### src/rtl/bcd_display.sv
// Purpose : sequential binary-to-BCD converter (shift-and-add-3) with active-low 7-segment decode.
// Latency : start accepted at E0, result and one-cycle done after E_WIDTH; back-to-back period WIDTH+1.
// Backpres: none; start is only sampled while idle, so requests arriving during a conversion are dropped.
//
// Ports:
//   clk   - rising-edge clock
//   rst_n - asynchronous active-low reset
//   start - conversion request, sampled only while idle
//   bin   - binary input, captured on the accepted start edge
//   busy  - high while a conversion is in progress
//   done  - one-cycle pulse; bcd/hex carry the new result from this cycle
//   bcd   - registered result, digit i at [4i+3:4i], i=0 is units
//   hex   - active-low segments, display i at [7i+6:7i], bit0=a .. bit6=g
//
// Optional build macro BCD_DISPLAY_BLANK_EN: leading-zero blanking on displays above
// digit 0. bcd itself is never affected.
module bcd_display #(
    parameter int WIDTH  = 8,
    parameter int DIGITS = 3
) (
    input  logic                  clk,
    input  logic                  rst_n,
    input  logic                  start,
    input  logic [WIDTH-1:0]      bin,
    output logic                  busy,
    output logic                  done,
    output logic [4*DIGITS-1:0]   bcd,
    output logic [7*DIGITS-1:0]   hex
);

    localparam int BW = 4 * DIGITS;
    localparam int CW = (WIDTH > 1) ? $clog2(WIDTH) : 1;

    function automatic logic [63:0] pow10(input int n);
        logic [63:0] r;
        r = 64'd1;
        for (int i = 0; i < n; i++) r = r * 64'd10;
        return r;
    endfunction

    // The digit count must be able to hold the largest binary input.
    if (pow10(DIGITS) <= ((64'd1 << WIDTH) - 64'd1)) begin : g_range_check
        $error("bcd_display: DIGITS too small for WIDTH");
    end

    function automatic logic [6:0] seg7(input logic [3:0] d);
        case (d)
            4'd0:    seg7 = 7'b1000000;
            4'd1:    seg7 = 7'b1111001;
            4'd2:    seg7 = 7'b0100100;
            4'd3:    seg7 = 7'b0110000;
            4'd4:    seg7 = 7'b0011001;
            4'd5:    seg7 = 7'b0010010;
            4'd6:    seg7 = 7'b0000010;
            4'd7:    seg7 = 7'b1111000;
            4'd8:    seg7 = 7'b0000000;
            4'd9:    seg7 = 7'b0010000;
            default: seg7 = 7'b1111111;
        endcase
    endfunction

    typedef enum logic {IDLE = 1'b0, CONV = 1'b1} state_t;

    state_t           state_q;
    logic [WIDTH-1:0] shreg_q;
    logic [BW-1:0]    work_q;
    logic [CW-1:0]    cnt_q;
    logic [BW-1:0]    bcd_q;
    logic             done_q;

    logic [BW-1:0]    adj;
    logic [BW-1:0]    work_d;
    logic [WIDTH-1:0] shreg_d;
    logic             unused_adj_msb;

    // Add-3 correction on every working digit >= 5 before the shift.
    always_comb begin
        adj = '0;
        for (int i = 0; i < DIGITS; i++) begin
            if (work_q[4*i +: 4] >= 4'd5) adj[4*i +: 4] = work_q[4*i +: 4] + 4'd3;
            else                          adj[4*i +: 4] = work_q[4*i +: 4];
        end
    end

    // Shift {work, shreg} left by one. The top BCD bit falls off, which is
    // always zero because the digit count covers the input range.
    assign work_d         = {adj[BW-2:0], shreg_q[WIDTH-1]};
    assign shreg_d        = shreg_q << 1;
    assign unused_adj_msb = adj[BW-1];

    always_ff @(posedge clk or negedge rst_n) begin
        if (!rst_n) begin
            state_q <= IDLE;
            shreg_q <= '0;
            work_q  <= '0;
            cnt_q   <= '0;
            bcd_q   <= '0;
            done_q  <= 1'b0;
        end else begin
            done_q <= 1'b0;
            case (state_q)
                IDLE: begin
                    if (start) begin
                        shreg_q <= bin;
                        work_q  <= '0;
                        cnt_q   <= '0;
                        state_q <= CONV;
                    end
                end
                CONV: begin
                    shreg_q <= shreg_d;
                    work_q  <= work_d;
                    cnt_q   <= cnt_q + 1'b1;
                    // Last iteration: publish the shifted value directly so the
                    // result lands on the same edge that leaves CONV.
                    if (cnt_q == CW'(WIDTH - 1)) begin
                        bcd_q   <= work_d;
                        done_q  <= 1'b1;
                        state_q <= IDLE;
                    end
                end
                default: state_q <= IDLE;
            endcase
        end
    end

    assign busy = (state_q == CONV);
    assign done = done_q;
    assign bcd  = bcd_q;

`ifdef BCD_DISPLAY_BLANK_EN
    logic lz_run;

    // Walk from the most significant digit down; a digit is blanked while it
    // and everything above it are zero. Digit 0 always shows.
    always_comb begin
        hex    = '1;
        lz_run = 1'b1;
        for (int i = DIGITS - 1; i >= 0; i--) begin
            lz_run = lz_run & (bcd_q[4*i +: 4] == 4'd0);
            if ((i > 0) && lz_run) hex[7*i +: 7] = 7'b1111111;
            else                   hex[7*i +: 7] = seg7(bcd_q[4*i +: 4]);
        end
    end
`else
    always_comb begin
        hex = '1;
        for (int i = 0; i < DIGITS; i++) hex[7*i +: 7] = seg7(bcd_q[4*i +: 4]);
    end
`endif

endmodule

### config.mk
export PLATFORM = sky130hd
export DESIGN_NAME = bcd_display
export DESIGN_NICKNAME = d
export VERILOG_FILES = /design/src/rtl/bcd_display.sv
export SDC_FILE = /design/constraint.sdc
export NUM_CORES = 1
export LEC_CHECK = 0
export BUFFER_PORTS_ARGS = -buffer_cell sky130_fd_sc_hd__buf_2
export CAP_MARGIN = 20
export CORE_MARGIN = 2
export CORE_UTILIZATION = 60
export DETAILED_ROUTE_END_ITERATION = 8
export PLACE_DENSITY = 0.85
export RECOVER_POWER = 100
export SLEW_MARGIN = 20
export SYNTH_ARGS = -nofsm -noshare
export SYNTH_HDL_FRONTEND = slang
export SYNTH_SLANG_ARGS = --single-unit
### constraint.sdc
create_clock -name clk -period 3.4 [get_ports clk]
set_clock_uncertainty 0.1 [all_clocks]
set_input_delay 0.68 -clock clk [delete_from_list [all_inputs] [get_ports clk]]
set_output_delay 0.68 -clock clk [all_outputs]
set_load 0.05 [all_outputs]
==> results.md, run 1 <==
- Top FF cell, synth: dfrtp_1
- RSZ-0062 raised after global routing: false
- ANT cells: 0
- CTS tree: built
- Sequential share of the synthesized area: 36.8%
- CP cell instances: inv_1, ha_1, or2_2, a21oi_1, a31oi_1, clkbuf_1
- Critical path required time: 2.62 ns
- H-Tree Depth: 2
- # rows: 23
- Num CTS Buffers: 5
- Clock-pin slew on the worst setup and hold paths: around 0.070 ns
- Initial Util: 62.4%
- F_max: 367 MHz
- Share of layout cells above drive strength 1: 5.88%
- Commonest cells after routing, fill and taps aside: 39 x clkbuf_1, 37 x dfrtp_1, 31 x nand2_1
- WL final: 5140 um
- Filler cell count: 358
- Total global-route track usage: a little under a quarter
- Setup Buffers After CTS: 0
- First-pass GRT wire length: 8390 um
- Routability Congestion: around 0.78
- Via-to-Cell Ratio: 5.73
- Ys Warns: 0
- Die ar.: 0.00473 mm2
- Vias: around 2,100
- Failing checks: max-capacitance violations, max-slew violations
- Max Cap Viol: 1
- Post-synth ARST share: 100%
- WL/cell: 13.8 um
- PnR worst setup slack: 0.679 ns
- Post_cts resized: 0
- Root Buffer: clkbuf_8
- DP Worst Slack: 1.09 ns
- Sequential cell area: about 930 um2
- Cell variety after synth: 39
- Mapped Nets: 324
- Drt first pass iters: 4
- Synthesized netlist cell count: 290
- Die Y: 68.7 um
- Startpoint types: flip-flop
- Largest net degree at the start of global routing: 38
- Syn avg cell area: 8.67 um2
- Synth Register Bits: 37
- Initial antenna violation count: 0
- Clock Sinks: 37
- IO Port Bufs: 45
- Initial DRC count: 135
- Fin crit share: around four fifths
- Crit path DAT: 1.94 ns
- Core Footprint: 0.00403 mm2
- Setup TNS: 0 ns
- Critical-path top delay cell: dfrtp_1
- Slew @ Worst Pin: between 1.5 and 2 ns
- Worst-path maximum fanout: 8
- Layout overhead on the synthesized area: 8.91%
- Die W: around 69 um
- HPWL Detailed: 3660 um
- Worst-Skew Late Latency: roughly 0.29 ns
- Final core occ: between 60% and 70%
- Critical path capture point type: output pin
- Commonest non-fill, non-tap cell in the layout: clkbuf_1
- Vias in the first global route: approximately 1,800
- Endpoints failing setup: 0
- Routed Antenna Nets: 0
- Post-synth EDFFs: 0
- Netlist Area Pre-Place: 0.00251 mm2
- Hold Fails Final Rpt: 0
- Remaining global-route overflow: 0
- Fin nets: 357
- Hold Crit Class: flip-flop to flip-flop
- Minimum clock period: 2.72 ns
- I/O pin cnt: 46
- Fin. max-slew vios: 38
- Design area: 0.00274 mm2
- Clk buf depth: 2
- Multi-input logic area: 0.00141 mm2
- Placed Instance Area: 0.00271 mm2
- Slew HR: -27.3%
- Hold_buf cts: 0
- Setup CP Type: flip-flop to output pin
- Residual DRC: 0
- Max incr delay on CP: around 0.47 ns
- Status: finished, violations left
## worst paths after layout
path	to	cells past startpoint	startpoint	slack, ns
max in group asynchronous	cnt_q[0]$_DFFE_PN0P_	1	rst_n	1.29
min in group asynchronous	shreg_q[5]$_DFFE_PN0P_	1	rst_n	0.81
worst min-delay path	shreg_q[6]$_DFFE_PN0P_	2	shreg_q[5]$_DFFE_PN0P_	0.39
worst max register to register	work_q[9]$_DFFE_PN0P_	4	busy$_DFF_PN0_	0.77
worst max-delay path	hex[17]	6	bcd[9]$_DFFE_PN0P_	0.68
worst min register to register	shreg_q[6]$_DFFE_PN0P_	2	shreg_q[5]$_DFFE_PN0P_	0.39
## cells by family (layout without fill, tap and decap cells)
kind of cell / after synthesis / after routing / synth area share (%)
AO/OA/AOI/OAI: 85 / 85 / 22.3
adder cells (fa/ha/maj): 23 / 23 / 11.4
multiplexers: 11 / 11 / 4.43
AND/OR/NAND/NOR: 94 / 94 / 18.0
flip-flops: 37 / 37 / 36.8
buffers and inverters: 40 / 73 / 6.96
## cells in the mapped netlist, types with 3 or more instances
library cell / count / share of area [%]
a21boi_0: 3 / 0.90
o21ai_1: 3 / 0.60
o22ai_1: 3 / 0.75
a2111o_1: 6 / 2.7
a31oi_1: 6 / 1.5
dfrtp_1: 37 / 37
nand2_1: 30 / 4.5
a211oi_1: 3 / 0.90
nand3_1: 10 / 2.0
nor3b_1: 3 / 0.90
o31ai_1: 7 / 2.1
inv_1: 19 / 2.8
a21oi_1: 19 / 3.8
ha_1: 23 / 11
mux2i_1: 10 / 4.0
buf_2: 8 / 1.6
nor2_1: 22 / 3.3
o32a_1: 3 / 1.2
clkbuf_1: 9 / 1.3
nand4_1: 4 / 0.99
nand2b_1: 13 / 3.2
or2_2: 3 / 0.75
o21ai_0: 22 / 4.4
## worst max-delay path, delay by kind of cell, from the launching register on
family	cells	cell delay (ns)
DFF	1	0.47
buffers and inverters	2	0.44
and+or+nand+nor	1	0.28
AOI/OAI and AO/OA	2	0.26
adders and majority gates	1	0.19
## metal layers
metal | vias up | track usage, % | routed length, um
li1 | 1093 | - | -
met1 | 992 | 32.6 | 2490
met2 | 47 | 37.7 | 2330
met3 | 6 | 5.36 | 260
met4 | 0 | 7.60 | 55
met5 | - | 0 | 0
## metrics by stage
step,instances,hold WS (ns)
finish,373,0.387
global route,373,0.442
CTS,373,0.394
detailed placement,366,0.378
global placement,366,0.365
floorplan,290,0.284
## state kept, by name, summed over array words and instances (netlist names)
signal,count
bcd,12
work_q,12
shreg_q,8
cnt_q,3
busy,1
done,1
## layout make-up
cell class	instances	area share, %
Tap cell	50	2.28
Multi-Input combinational cell	213	51.3
Clock buffer	7	3.15
Inverter	20	2.74
Timing Repair Buffer	46	6.67
Sequential cell	37	33.8
Power of run 1 is not shown: default switching activity piles up to over one toggle a cycle in this logic, so the estimate is an artifact.
==> inputs of run 2 (changes only) <==
--- a/config.mk
+++ b/config.mk
@@ -5,12 +5,13 @@
 export SDC_FILE = /design/constraint.sdc
 export NUM_CORES = 1
 export LEC_CHECK = 0
+export ABC_AREA = 1
 export BUFFER_PORTS_ARGS = -buffer_cell sky130_fd_sc_hd__buf_2
 export CAP_MARGIN = 20
 export CORE_MARGIN = 2
-export CORE_UTILIZATION = 60
+export CORE_UTILIZATION = 49
 export DETAILED_ROUTE_END_ITERATION = 8
-export PLACE_DENSITY = 0.85
+export PLACE_DENSITY = 0.75
 export RECOVER_POWER = 100
 export SLEW_MARGIN = 20
 export SYNTH_ARGS = -nofsm -noshare
==> constraint.sdc (replaced) <==
create_clock -name clk -period 2.5 [get_ports clk]
set_clock_uncertainty 0.1 [all_clocks]
set_input_delay 0.5 -clock clk [delete_from_list [all_inputs] [get_ports clk]]
set_output_delay 0.5 -clock clk [all_outputs]
set_load 0.05 [all_outputs]
==> results.md, run 2 <==
- Status: finished, violations left
- Failing checks: max-capacitance violations, max-slew violations
- Setup CP Type: flip-flop to output pin
- Die ar.: 0.00518 mm2
- Commonest cells after routing, fill and taps aside: 66 x nand2_1, 37 x dfrtp_1, 33 x inv_1
- Vias: 1,958
- Synth top cells by count: 64 x nand2_1, 37 x dfrtp_1, 31 x inv_1, 31 x o21ai_0, 24 x nand3_1
- Slew HR: -27.5%
- Synth area leaders: dfrtp_1 41%, ha_1 13%, nand2_1 11%, o21ai_0 6.9%, nand3_1 5.3%
- Critical path required time: 1.90 ns
- Residual DRC: 0
- Remaining global-route overflow: 0
- Setup Buffers After CTS: 0
- Dominant cell by count in the synthesized netlist: nand2_1
- Hold Crit Class: primary input to flip-flop
- Syn avg cell area: between 7 and 8 um2
- F_max: ~440 MHz
- Root Buffer: clkbuf_8
- Sequential share of the synthesized area: around 40%
- Startpoint types: flip-flop
- Endpoints failing setup: 0
- WL final: 4410 um
- Share of layout cells above drive strength 1: 12.2%
- Fin nets: 361
- Post-synth ARST share: 100%
- Largest net degree at the start of global routing: 38
- CTS tree: built
- Cell variety after synth: 21
- # rows: 24
- Fin crit share: 91.8%
- Hold_buf cts: 0
- RSZ-0062 raised after global routing: false
- Hold Fails Final Rpt: 0
- Netlist Area Pre-Place: 0.00226 mm2
- Synth Register Bits: 37
- Slew @ Worst Pin: 1.91 ns
- Minimum clock period: 2.30 ns
- WL/cell: 11.6 um
- Initial DRC count: 64
- Vias in the first global route: 1,782
- I/O pin cnt: 46
- HPWL Detailed: roughly 3300 um
- ANT cells: 0
- Fin. max-slew vios: 38
- Max Cap Viol: 1
- Die W: 71.9 um
- Commonest non-fill, non-tap cell in the layout: nand2_1
- Layout overhead on the synthesized area: 12.2%
- Routed Antenna Nets: 0
- Mapped Nets: between 300 and 400
- Worst-path maximum fanout: 6
- Total global-route track usage: 18.8%
- Crit path DAT: between 1.5 and 2 ns
- Ys Warns: 0
- Clk buf depth: 2
- Clock-pin slew on the worst setup and hold paths: 0.07 ns
- First-pass GRT wire length: 7650 um
- Worst-Skew Late Latency: 0.29 ns
- Core Footprint: 0.00441 mm2
- Die Y: 71.9 um
- Initial antenna violation count: 0
- Drt first pass iters: 4
- IO Port Bufs: 45
- Clock Sinks: 37
- Routability Congestion: 0.852
- WHS: 0.344 ns
- H-Tree Depth: 2
- Top FF cell, synth: dfrtp_1
- Largest area contributor in the netlist: dfrtp_1
- Initial Util: between 50 and 60%
- Critical path capture point type: output pin
- Via-to-Cell Ratio: 5.15
- Synthesized netlist cell count: 283
- Post_cts resized: 0
- Top-area cell type share of the netlist area: 40.9%
- Num CTS Buffers: 5
- Post-synth EDFFs: 0
## run 2: cell types whose count changed after synthesis, moves of 6 or more
cell	change
o31ai_1	-7
o21ai_0	+9
mux2i_1	-10
o22ai_1	+8
nand3_1	+14
nand2b_1	-13
a2111o_1	-6
inv_1	+12
nand2_1	+34
a31oi_1	-6
clkbuf_1	-9
a21oi_1	-16
## run 2: worst paths after layout
kind,startpoint,to,slack (ns),cells past startpoint
worst max-delay path,bcd[5]$_DFFE_PN0P_,hex[10],0.20,6
worst min-delay path,bin[2],shreg_q[2]$_DFFE_PN0P_,0.34,3
worst max register to register,busy$_DFF_PN0_,bcd[1]$_DFFE_PN0P_,0.42,5
worst min register to register,work_q[9]$_DFFE_PN0P_,work_q[9]$_DFFE_PN0P_,0.40,2
max in group asynchronous,rst_n,bcd[3]$_DFFE_PN0P_,0.56,1
min in group asynchronous,rst_n,cnt_q[0]$_DFFE_PN0P_,0.64,1
## run 2: critical path, cell delays in order (launching register included)
cell and delay [ns]:
dfrtp_1 0.45, inv_1 0.12, ha_1 0.29, nand2_1 0.08, inv_1 0.06, o21ai_2 0.12, clkbuf_2 0.28
## run 2: per-layer routing
metal	part of all wire, %	track usage (%)	wire, um
met1	47	23.9	2060
met2	46	31.9	2040
met3	5.6	4.72	248
met4	1.3	5.66	59
met5	0	0	0
## run 2: layout make-up
class                           instances  area [um2]
Sequential cell                        37         926
Fill cell                             444        1880
Inverter                               35         134
Multi-Input combinational cell        202        1130
Timing Repair Buffer                   46         206
Clock buffer                            8        80.1
Tap cell                               52        65.1
## run 2: kinds of logic (layout without fill, tap and decap cells)
kind of cell	after synthesis	after routing	share of synthesized area (%)
buffers and inverters	44	89	8.96
adder cells (fa/ha/maj)	23	23	12.7
flip-flops	37	37	40.9
AO/OA/AOI/OAI	53	53	13.4
AND/OR/NAND/NOR	126	126	23.9
## run 2: metrics by stage
step / instance area (um2) / setup WS (ns) / utilization [%] / std cells / TNS (ns)
floorplan: 2270 / -0.0829 / - / 283 / -0.0829
global placement: 2500 / 0.602 / 56.6 / 372 / 0
detailed placement: 2500 / 0.525 / 56.6 / 372 / 0
CTS: 2580 / 0.207 / 58.4 / 380 / 0
finish: 2540 / 0.205 / 57.5 / 380 / 0
global route: 2540 / 0.0665 / 57.5 / 380 / 0
Power of run 2 is left out for the same reason.
==> inputs of run 3 (changes only) <==
--- a/config.mk
+++ b/config.mk
@@ -5,13 +5,12 @@
 export SDC_FILE = /design/constraint.sdc
 export NUM_CORES = 1
 export LEC_CHECK = 0
-export ABC_AREA = 1
 export BUFFER_PORTS_ARGS = -buffer_cell sky130_fd_sc_hd__buf_2
 export CAP_MARGIN = 20
 export CORE_MARGIN = 2
-export CORE_UTILIZATION = 49
+export CORE_UTILIZATION = 51
 export DETAILED_ROUTE_END_ITERATION = 8
-export PLACE_DENSITY = 0.75
+export PLACE_DENSITY = 0.77
 export RECOVER_POWER = 100
 export SLEW_MARGIN = 20
 export SYNTH_ARGS = -nofsm -noshare
==> results.md, run 3 (synthesized netlist as in run 1, its figures left out) <==
- Endpoints failing setup: 0
- Vias in the first global route: 1,909
- Setup CP Type: flip-flop to output pin
- Remaining global-route overflow: 0
- H-Tree Depth: 2
- Startpoint types: flip-flop
- Fin crit share: 96.0%
- Minimum clock period: 2.40 ns
- # rows: 25
- Critical path required time: approximately 1.9 ns
- CP bufs+invs: 2
- Stages on worst setup path: 6
- IO Port Bufs: 45
- Root Buffer: clkbuf_8
- Max incr delay on CP: approximately 0.42 ns
- Clock-pin slew on the worst setup and hold paths: around 0.070 ns
- Worst-path maximum fanout: 8
- WL/cell: 13.0 um
- Core Footprint: between 0.004 and 0.005 mm2
- Routability Congestion: 0.826
- Setup Buffers After CTS: 0
- RSZ-0062 raised after global routing: false
- CP cell instances: inv_1, ha_1, or2_2, a21oi_1, nor2_1, clkbuf_2
- Sequential cell area: 930 um2
- Fin. max-slew vios: 0
- First-pass GRT wire length: 8490 um
- Max Cap Viol: 0
- WL final: between 5000 and 6000 um
- Commonest cells after routing, fill and taps aside: 34 x dfrtp_1, 30 x nand2_1, 23 x ha_1
- F_max: 416 MHz
- Reg2Reg Launch Point: cnt_q[0]$_DFFE_PN0P_
- Reg2Reg Capture Point: bcd[5]$_DFFE_PN0P_
- Critical-path top delay cell: dfrtp_2
- Largest net degree at the start of global routing: 38
- Slew @ Worst Pin: 1.04 ns
- Layout overhead on the synthesized area: 13.4%
- Clk buf depth: 2
- Drt first pass iters: 4
- Initial Util: 52.9%
- Die Y: 74.2 um
- Filler cell count: ~450
- Fin nets: between 300 and 400
- Critical path capture point type: output pin
- Share of layout cells above drive strength 1: 17.5%
- Crit path DAT: approximately 1.8 ns
- Routed Antenna Nets: 0
- Setup TNS: 0 ns
- Hold Crit Class: primary input to async pin
- Die ar.: 0.00551 mm2
- CTS tree: built
- ANT cells: 0
- Clock Sinks: 37
- Hold Fails Final Rpt: 0
- Status: finished clean
- Internal reg-to-reg setup slack: 0.44 ns
- Residual DRC: 0
- Vias: about 2,100
- Via-to-Cell Ratio: 5.44
- Num CTS Buffers: 5
- Initial antenna violation count: 0
- I/O pin cnt: 46
- Commonest non-fill, non-tap cell in the layout: dfrtp_1
- Multi-input logic area: ~0.0014 mm2
- Initial DRC count: 84
- HPWL Detailed: 3630 um
- Slew HR: roughly 31%
- Die W: about 74 um
- Total global-route track usage: 19.9%
- R2r worst-path depth: 6
- Hold_buf cts: 0
- Worst-Skew Late Latency: 0.29 ns
- CP top delay family: flip-flops
run 3: area by class of cell:
type / count / area share, %
multi-input cells: 213 / 50.6
flip-flops and latches: 37 / 32.6
repair buffers: 47 / 7.63
clock buffers: 7 / 3.38
well taps: 67 / 2.94
inverters: 20 / 2.63
clock inverters: 1 / 0.176
run 3: worst max-delay path by stage:
stage,from,end,slack (ns)
2_1_floorplan,bcd[5]$_DFFE_PN0P_,hex[8],-0.02
3_3_place_gp,bcd[9]$_DFFE_PN0P_,hex[14],0.41
3_5_place_dp,bcd[9]$_DFFE_PN0P_,hex[14],0.35
4_1_cts,bcd[9]$_DFFE_PN0P_,hex[14],0.03
5_1_grt,bcd[5]$_DFFE_PN0P_,hex[7],0.004
6_report,bcd[5]$_DFFE_PN0P_,hex[7],0.1
run 3: repair_timing:
action,in CTS,in global routing
setup endpoints to repair,0,6
gates resized for setup,0,3
endpoints found under the hold margin,0,0
run 3: worst reg2reg max path: cells and delay by family, from the launching register on:
| family | cells | cell delay, ns |
|---|---|---|
| flops | 1 | 0.40 |
| fa+ha+maj | 2 | 0.49 |
| buf+inv | 1 | 0.27 |
| compound gates | 2 | 0.35 |
| simple gates | 1 | 0.31 |
run 3: through the flow:
step	cell area, um2	hold slack (ns)	worst slack [ns]	cells	util [%]
2_1_floorplan	2550	0.104	-0.0181	290	-
3_3_place_gp	2770	0.364	0.412	384	58.3
3_5_place_dp	2770	0.381	0.351	384	58.3
4_1_cts	2870	0.221	0.0310	392	60.4
5_1_grt	2850	0.322	0.00373	392	60.0
6_report	2850	0.232	0.0989	392	60.0
run 3: routing by layer:
| layer | vias up | global-route usage [%] | part of all wire [%] |
|---|---|---|---|
| li1 | 1106 | - | - |
| met1 | 979 | 27.3 | 50 |
| met2 | 44 | 31.3 | 45 |
| met3 | 5 | 4.61 | 4.1 |
| met4 | 0 | 6.55 | 1.5 |
| met5 | - | 0 | 0 |
Power of run 3 is left out for the same reason.
